## config.mk

```make
export PLATFORM = sky130hd
export DESIGN_NAME = vscale_htif_pcr_host
export DESIGN_NICKNAME = d
export VERILOG_FILES = /design/src/rtl/vscale_htif_pcr_host_pkg.sv /design/src/rtl/vscale_htif_pcr_host_timeout.sv /design/src/rtl/vscale_htif_pcr_host.sv
export SDC_FILE = /design/constraint.sdc
export NUM_CORES = 1
export LEC_CHECK = 0
export CAP_MARGIN = 10
export CORE_AREA = 3 3 116 118
export DETAILED_ROUTE_END_ITERATION = 6
export DIE_AREA = 0 0 119 121
export GPL_ROUTABILITY_DRIVEN = 0
export PLACE_DENSITY_LB_ADDON = 0.25
export SLEW_MARGIN = 10
export SYNTH_ARGS = -nofsm -noshare
export SYNTH_HDL_FRONTEND = slang
export SYNTH_HIERARCHICAL = 1
export SYNTH_SLANG_ARGS = --single-unit
```

## constraint.sdc

```tcl
create_clock -name clk -period 7 [get_ports clk]
set_clock_uncertainty 0.05 [all_clocks]
set_input_delay 1.75 -clock clk [delete_from_list [all_inputs] [get_ports clk]]
set_output_delay 1.75 -clock clk [all_outputs]
set_load 0.02 [all_outputs]
```

## src/rtl/vscale_htif_pcr_host_pkg.sv

```systemverilog
// Shared constants and types for the HTIF PCR host initiator.
// Holds the CSR/PCR widths, the 2-bit state encodings and the timeout error data word.
package vscale_htif_pcr_host_pkg;

  localparam int CSR_ADDR_WIDTH = 12;
  localparam int HTIF_PCR_WIDTH = 32;

  typedef enum logic [1:0] {
    HTIF_HOST_IDLE = 2'd0,
    HTIF_HOST_REQ  = 2'd1,
    HTIF_HOST_WAIT = 2'd2,
    HTIF_HOST_DONE = 2'd3
  } htif_host_state_t;

  localparam logic [HTIF_PCR_WIDTH-1:0] HTIF_HOST_ERR_DATA = '1;

  typedef struct packed {
    logic                      rw;
    logic [CSR_ADDR_WIDTH-1:0] addr;
    logic [HTIF_PCR_WIDTH-1:0] data;
  } pcr_req_t;

endpackage

```

## src/rtl/vscale_htif_pcr_host_timeout.sv

```systemverilog
// Response timeout counter: cleared on entry to WAIT, counts WAIT cycles.
// expire is high on the last allowed WAIT cycle (count == TIMEOUT_CYCLES-1).
module vscale_htif_timeout_ctr #(
  parameter int TIMEOUT_CYCLES = 256
) (
  input  logic clk,
  input  logic reset,
  input  logic clear,
  input  logic enable,
  output logic expire
);

  localparam int CW = (TIMEOUT_CYCLES > 1) ? $clog2(TIMEOUT_CYCLES) : 1;
  localparam logic [CW-1:0] LAST = CW'(TIMEOUT_CYCLES - 1);

  logic [CW-1:0] count_reg;

  assign expire = enable && (count_reg == LAST);

  always_ff @(posedge clk or posedge reset) begin
    if (reset) begin
      count_reg <= '0;
    end else if (clear) begin
      count_reg <= '0;
    end else if (enable && !expire) begin
      count_reg <= count_reg + 1'b1;
    end
  end

endmodule

```

## src/rtl/vscale_htif_pcr_host.sv

```systemverilog
// Host-side requester for the HTIF PCR channel: one CSR command in flight at a time.
// Define VSCALE_HTIF_HOST_TIMEOUT_EN to compile in the response timeout and stale-response drain.
module vscale_htif_pcr_host
  import vscale_htif_pcr_host_pkg::*;
#(
  parameter int TIMEOUT_CYCLES = 256,
  parameter int CNT_WIDTH      = 16
) (
  input  logic                      clk,
  input  logic                      reset,
  input  logic                      cmd_valid,
  output logic                      cmd_ready,
  input  logic                      cmd_rw,
  input  logic [CSR_ADDR_WIDTH-1:0] cmd_addr,
  input  logic [HTIF_PCR_WIDTH-1:0] cmd_data,
  output logic                      rsp_valid,
  input  logic                      rsp_ready,
  output logic [HTIF_PCR_WIDTH-1:0] rsp_data,
  output logic                      rsp_err,
  output logic                      pcr_req_valid,
  input  logic                      pcr_req_ready,
  output logic                      pcr_req_rw,
  output logic [CSR_ADDR_WIDTH-1:0] pcr_req_addr,
  output logic [HTIF_PCR_WIDTH-1:0] pcr_req_data,
  input  logic                      pcr_resp_valid,
  output logic                      pcr_resp_ready,
  input  logic [HTIF_PCR_WIDTH-1:0] pcr_resp_data,
  output logic                      busy,
  output logic [CNT_WIDTH-1:0]      txn_count
);

  htif_host_state_t          state_reg, state_next;
  pcr_req_t                  req_reg;
  logic [HTIF_PCR_WIDTH-1:0] rsp_data_reg;
  logic [CNT_WIDTH-1:0]      txn_count_reg;
  logic                      drain;
  logic                      timeout_expire;

  logic cmd_fire, req_fire, resp_accept, rsp_fire, timeout_fire;

`ifdef VSCALE_HTIF_HOST_TIMEOUT_EN
  logic drain_reg;
  logic rsp_err_reg;

  vscale_htif_timeout_ctr #(
    .TIMEOUT_CYCLES(TIMEOUT_CYCLES)
  ) u_timeout (
    .clk    (clk),
    .reset  (reset),
    .clear  (req_fire),
    .enable (state_reg == HTIF_HOST_WAIT),
    .expire (timeout_expire)
  );

  assign drain   = drain_reg;
  assign rsp_err = rsp_err_reg;

  // A response on the expiry cycle wins, so the timeout only fires without one.
  always_ff @(posedge clk or posedge reset) begin
    if (reset) begin
      drain_reg   <= 1'b0;
      rsp_err_reg <= 1'b0;
    end else begin
      if (timeout_fire) begin
        drain_reg <= 1'b1;
      end else if (drain_reg && pcr_resp_valid) begin
        drain_reg <= 1'b0;
      end
      if (resp_accept) begin
        rsp_err_reg <= 1'b0;
      end else if (timeout_fire) begin
        rsp_err_reg <= 1'b1;
      end
    end
  end
`else
  assign timeout_expire = 1'b0;
  assign drain          = 1'b0;
  assign rsp_err        = 1'b0;
`endif

  assign cmd_ready      = (state_reg == HTIF_HOST_IDLE) && !drain;
  assign pcr_req_valid  = (state_reg == HTIF_HOST_REQ);
  assign pcr_resp_ready = (state_reg == HTIF_HOST_WAIT) || drain;
  assign rsp_valid      = (state_reg == HTIF_HOST_DONE);
  assign busy           = (state_reg != HTIF_HOST_IDLE) || drain;

  assign pcr_req_rw   = req_reg.rw;
  assign pcr_req_addr = req_reg.addr;
  assign pcr_req_data = req_reg.data;
  assign rsp_data     = rsp_data_reg;
  assign txn_count    = txn_count_reg;

  assign cmd_fire     = cmd_valid && cmd_ready;
  assign req_fire     = pcr_req_valid && pcr_req_ready;
  assign resp_accept  = (state_reg == HTIF_HOST_WAIT) && pcr_resp_valid;
  assign timeout_fire = (state_reg == HTIF_HOST_WAIT) && !pcr_resp_valid && timeout_expire;
  assign rsp_fire     = rsp_valid && rsp_ready;

  always_comb begin
    state_next = state_reg;
    case (state_reg)
      HTIF_HOST_IDLE: if (cmd_fire) state_next = HTIF_HOST_REQ;
      HTIF_HOST_REQ:  if (pcr_req_ready) state_next = HTIF_HOST_WAIT;
      HTIF_HOST_WAIT: if (resp_accept || timeout_fire) state_next = HTIF_HOST_DONE;
      HTIF_HOST_DONE: if (rsp_ready) state_next = HTIF_HOST_IDLE;
      default:        state_next = HTIF_HOST_IDLE;
    endcase
  end

  always_ff @(posedge clk or posedge reset) begin
    if (reset) begin
      state_reg     <= HTIF_HOST_IDLE;
      req_reg       <= '0;
      rsp_data_reg  <= '0;
      txn_count_reg <= '0;
    end else begin
      state_reg <= state_next;
      if (cmd_fire) begin
        req_reg <= '{rw: cmd_rw, addr: cmd_addr, data: cmd_data};
      end
      if (resp_accept) begin
        rsp_data_reg <= pcr_resp_data;
      end else if (timeout_fire) begin
        rsp_data_reg <= HTIF_HOST_ERR_DATA;
      end
      if (rsp_fire) begin
        txn_count_reg <= txn_count_reg + 1'b1;
      end
    end
  end

endmodule

```

==> Yosys cells after proc, flatten, opt, wreduce, memory -nomap -nowiden <==
Cells that the tools add are included.
W data, S select, Z words.
{ "word_totals": {"regBits": 95, "input_bits": 83, "output_inout_bits": 99, "word_cells": 25} }
{ "classes": {"n_addsub": 1, "eq_ne": 7, "muxes": 5, "n_reduce_logical": 6} }
{ "ops": {"columns": ["cell", "count"], "rows": [
  ["$add A16 B1 Y16 const B", 1],
  ["$mux W2", 4],
  ["$ne A2 B1 Y1 const B", 4],
  ["$pmux W2 S4", 1],
  ["$eq A2 B2 Y1 const B", 2],
  ["$reduce_and A4 Y1", 1],
  ["$logic_and A1 B1 Y1", 3],
  ["$eq A2 B1 Y1 const B", 1],
  ["$logic_not A2 Y1", 1],
  ["$reduce_bool A2 Y1", 1]
]} }

==> Logic depth before layout (Yosys ltp) <==
{ "depth": {"word_depth": 4, "depth_mapped": 6, "mapped_depth_nobuf": 6} }

==> Worst setup path before layout <==
OpenSTA, ideal clock, no wires.
{ "synth_timing": {"kind": "register to output", "start": "register state_reg[0]", "end": "output port busy", "arrival_time_ns": 0.953, "setup_slack_ns": 4.247, "stages_incl_launch_ff": 4, "cell_sequence": "dfrtp_1 inv_1 ha_1 inv_1"} }
{ "synth_via": {"elab_chain_cells": 1} }
{ "synth_lines": {"columns": ["item", "line_no", "rtl"], "rows": [
  ["start, declared", "vscale_htif_pcr_host.sv:32", "htif_host_state_t state_reg, state_next;"],
  ["start signal, assigned", "vscale_htif_pcr_host.sv:118", "state_reg <= state_next;"],
  ["$reduce_bool A2 Y1", "vscale_htif_pcr_host.sv:86", "assign busy = (state_reg != HTIF_HOST_IDLE) || drain;"],
  ["end, declared", "vscale_htif_pcr_host.sv:28", "output logic busy,"]
]} }
Every way passes these cells.

==> Worst setup path after layout <==
Ends and elaborated chain as after synthesis.

==> run metrics <==
status=finished clean; fillers=1148; Root Buffer=clkbuf_16; CTS H-tree lvls=3; data required time of the critical path=5.20 ns; RSZ-0062 raised after global routing=no; DRC=0; die width=119 um; cell taking the most area after synthesis=dfrtp_1; Ys Warns=6; number of diodes=0; Total Neg Setup Slack=0 ns; Distinct cells, synth=22; Post-synth EDFFs=0; DRT antenna net count=0; wl on met1=3590 um; flops & latches, synth=95; Final period util=50.6%; post-cts resize count=0; worst-skew pair later-pin latency=0.34 ns; Tightest Pin Transition=1.06 ns; register area share after synthesis=63.3%; Detailed Routing Iterations Pass 1=3; DIE AREA=14400 um2; critical path peak fanout=4; Hold Fails Final Rpt=0; Port Buffer Count=180; max cap viols=0; DP HPWL=6510 um; Core ar.=12600 um2; max-slew headroom at the worst pin=29.0%; antenna violations before repair=0; Via density=4.28; # IOs=182; Clock Pin Slew Worst Setup and Hold Paths=0.06 ns; Final Critical Period=3.54 ns; Inserted Clock Buffers=9; fin nets=517; Overflow after GRT=0; met3 WL=800 um; CTS sink cnt=95; Routed WL per cell=14.5 um; share of flip-flops with an asynchronous set or reset=100%; Final Setup Violations=0; Setup Buffers After CTS=0; CP Launch Type=flip-flop; synthesized net count=332; Slew Viols, Final=0; highest metal used=met4; Placed Cells=589; top-count cell post-synth=dfrtp_1; final cell count without fillers=605; synthesized area=3760 um2; VDD IR-drop max=0.203 mV; top cells by count, synth=95 x dfrtp_1, 79 x mux2_2, 10 x xnor2_1; ranking of synthesized cells by area=dfrtp_1 63%, mux2_2 24%, xnor2_1 2.3%; CP endpoint kind=output pin; total track usage=12.6%; post-synth top area share=63.3%; Post-Synthesis Cells=243; CTS tree=done; # hold bufs at CTS=0; WS Path Type=flip-flop to output pin; wire length of the first global-routing pass=14300 um; share of cells above drive strength 1=23.3%; power per cell area=463 nW/um2; Fmax=0.283 GHz; Worst Hold Class=flip-flop to flip-flop; largest net degree at the start of global routing=57; Die H=121 um; P&R area growth vs syn=62.3%; prevailing post-synth register cell=dfrtp_1; Total Wirelength=8770 um; via count=2587; Initial Util=29.9%; Arr. time, crit path=1.74 ns; Cell Rows=41; vias in the first global route=2869; Leakage=2.59 nW; clk buf depth=2; WL met2=4220 um; Avg Inst Size Synth=15.5 um2; DRC marker count from the first detailed-route iteration=75
==> metrics by stage <==
step / power [mW] / hold slack [ns] / setup slack, ns / utilization [%] / cell area, um2
floorplan: 1.64 / 0.484 / 2.72 / - / 3760
global placement: 2.27 / 0.411 / 3.39 / 45.8 / 5750
detailed placement: 2.30 / 0.422 / 3.35 / 45.8 / 5750
CTS: 2.87 / 0.433 / 3.42 / 48.5 / 6090
global route: 2.98 / 0.462 / 3.35 / 48.5 / 6090
finish: 2.82 / 0.426 / 3.46 / 48.5 / 6090
==> power by group <==
part           internal, mW  switching, mW
Combinational         0.725          0.611
Sequential            0.799          0.132
Clock                 0.352          0.200
==> cell usage in the layout, fill, tap and decap left out, drive strengths merged <==
cell type,count
clkdlybuf4s50,180
dfrtp,95
mux2,79
clkbuf,14
xnor2,10
nand2,7
inv,7
ha,6
nand3,6
nand4,5
xor2,5
nor2,3
and3,3
and2,2
bufinv,2
buf,2
nor3,2
nor4,1
o22ai,1
a221oi,1
mux2i,1
conb,1
==> routing by layer <==
layer	up-vias	global-route usage (%)
li1	1207	-
met1	1264	14.7
met2	107	19.9
met3	9	5.31
met4	0	6.30
met5	-	0
==> path summary, 6_finish.rpt <==
check / startpoint / end / slack [ns] / cells after the start
max in group asynchronous: reset / pcr_req_data[9]$_DFFE_PP0P_ / 4.04 / 3
worst max register to register: state_reg[0]$_DFFE_PP0P_ / pcr_req_addr[10]$_DFFE_PP0P_ / 4.88 / 4
min in group asynchronous: reset / pcr_req_data[2]$_DFFE_PP0P_ / 1.75 / 2
worst max-delay path: state_reg[0]$_DFFE_PP0P_ / busy / 3.46 / 4
worst min-delay path: txn_count[15]$_DFFE_PP0P_ / txn_count[15]$_DFFE_PP0P_ / 0.43 / 1
worst min register to register: txn_count[15]$_DFFE_PP0P_ / txn_count[15]$_DFFE_PP0P_ / 0.43 / 1
==> area by class of cell <==
class | count | area (um2) | share of cell area, %
tap | 172 | 215 | 3.53
inverter | 7 | 28.8 | 0.472
timing repair buffer | 182 | 1820 | 29.8
multi-input combinational | 133 | 1310 | 21.5
sequential | 95 | 2380 | 39.0
clock inverter | 2 | 60.1 | 0.985
clock buffer | 14 | 284 | 4.66
==> worst max-delay path, cell delays in order (launching register included) <==
cell and delay [ns]:
dfrtp_1 0.38, inv_1 0.10, ha_1 0.25, inv_1 0.08, clkdlybuf4s50_1 0.60
==> kinds of logic after synthesis <==
logic type	count (synthesis)	synth area share, %
adder cells (fa/ha/maj)	6	2.00
XOR/XNOR	15	3.50
buffers and inverters	15	1.83
other	1	0.0998
AND/OR/NAND/NOR	29	4.93
AO/OA/AOI/OAI	2	0.400
multiplexers	80	24.0
flip-flops	95	63.3
(Power assumes the default switching activity.)
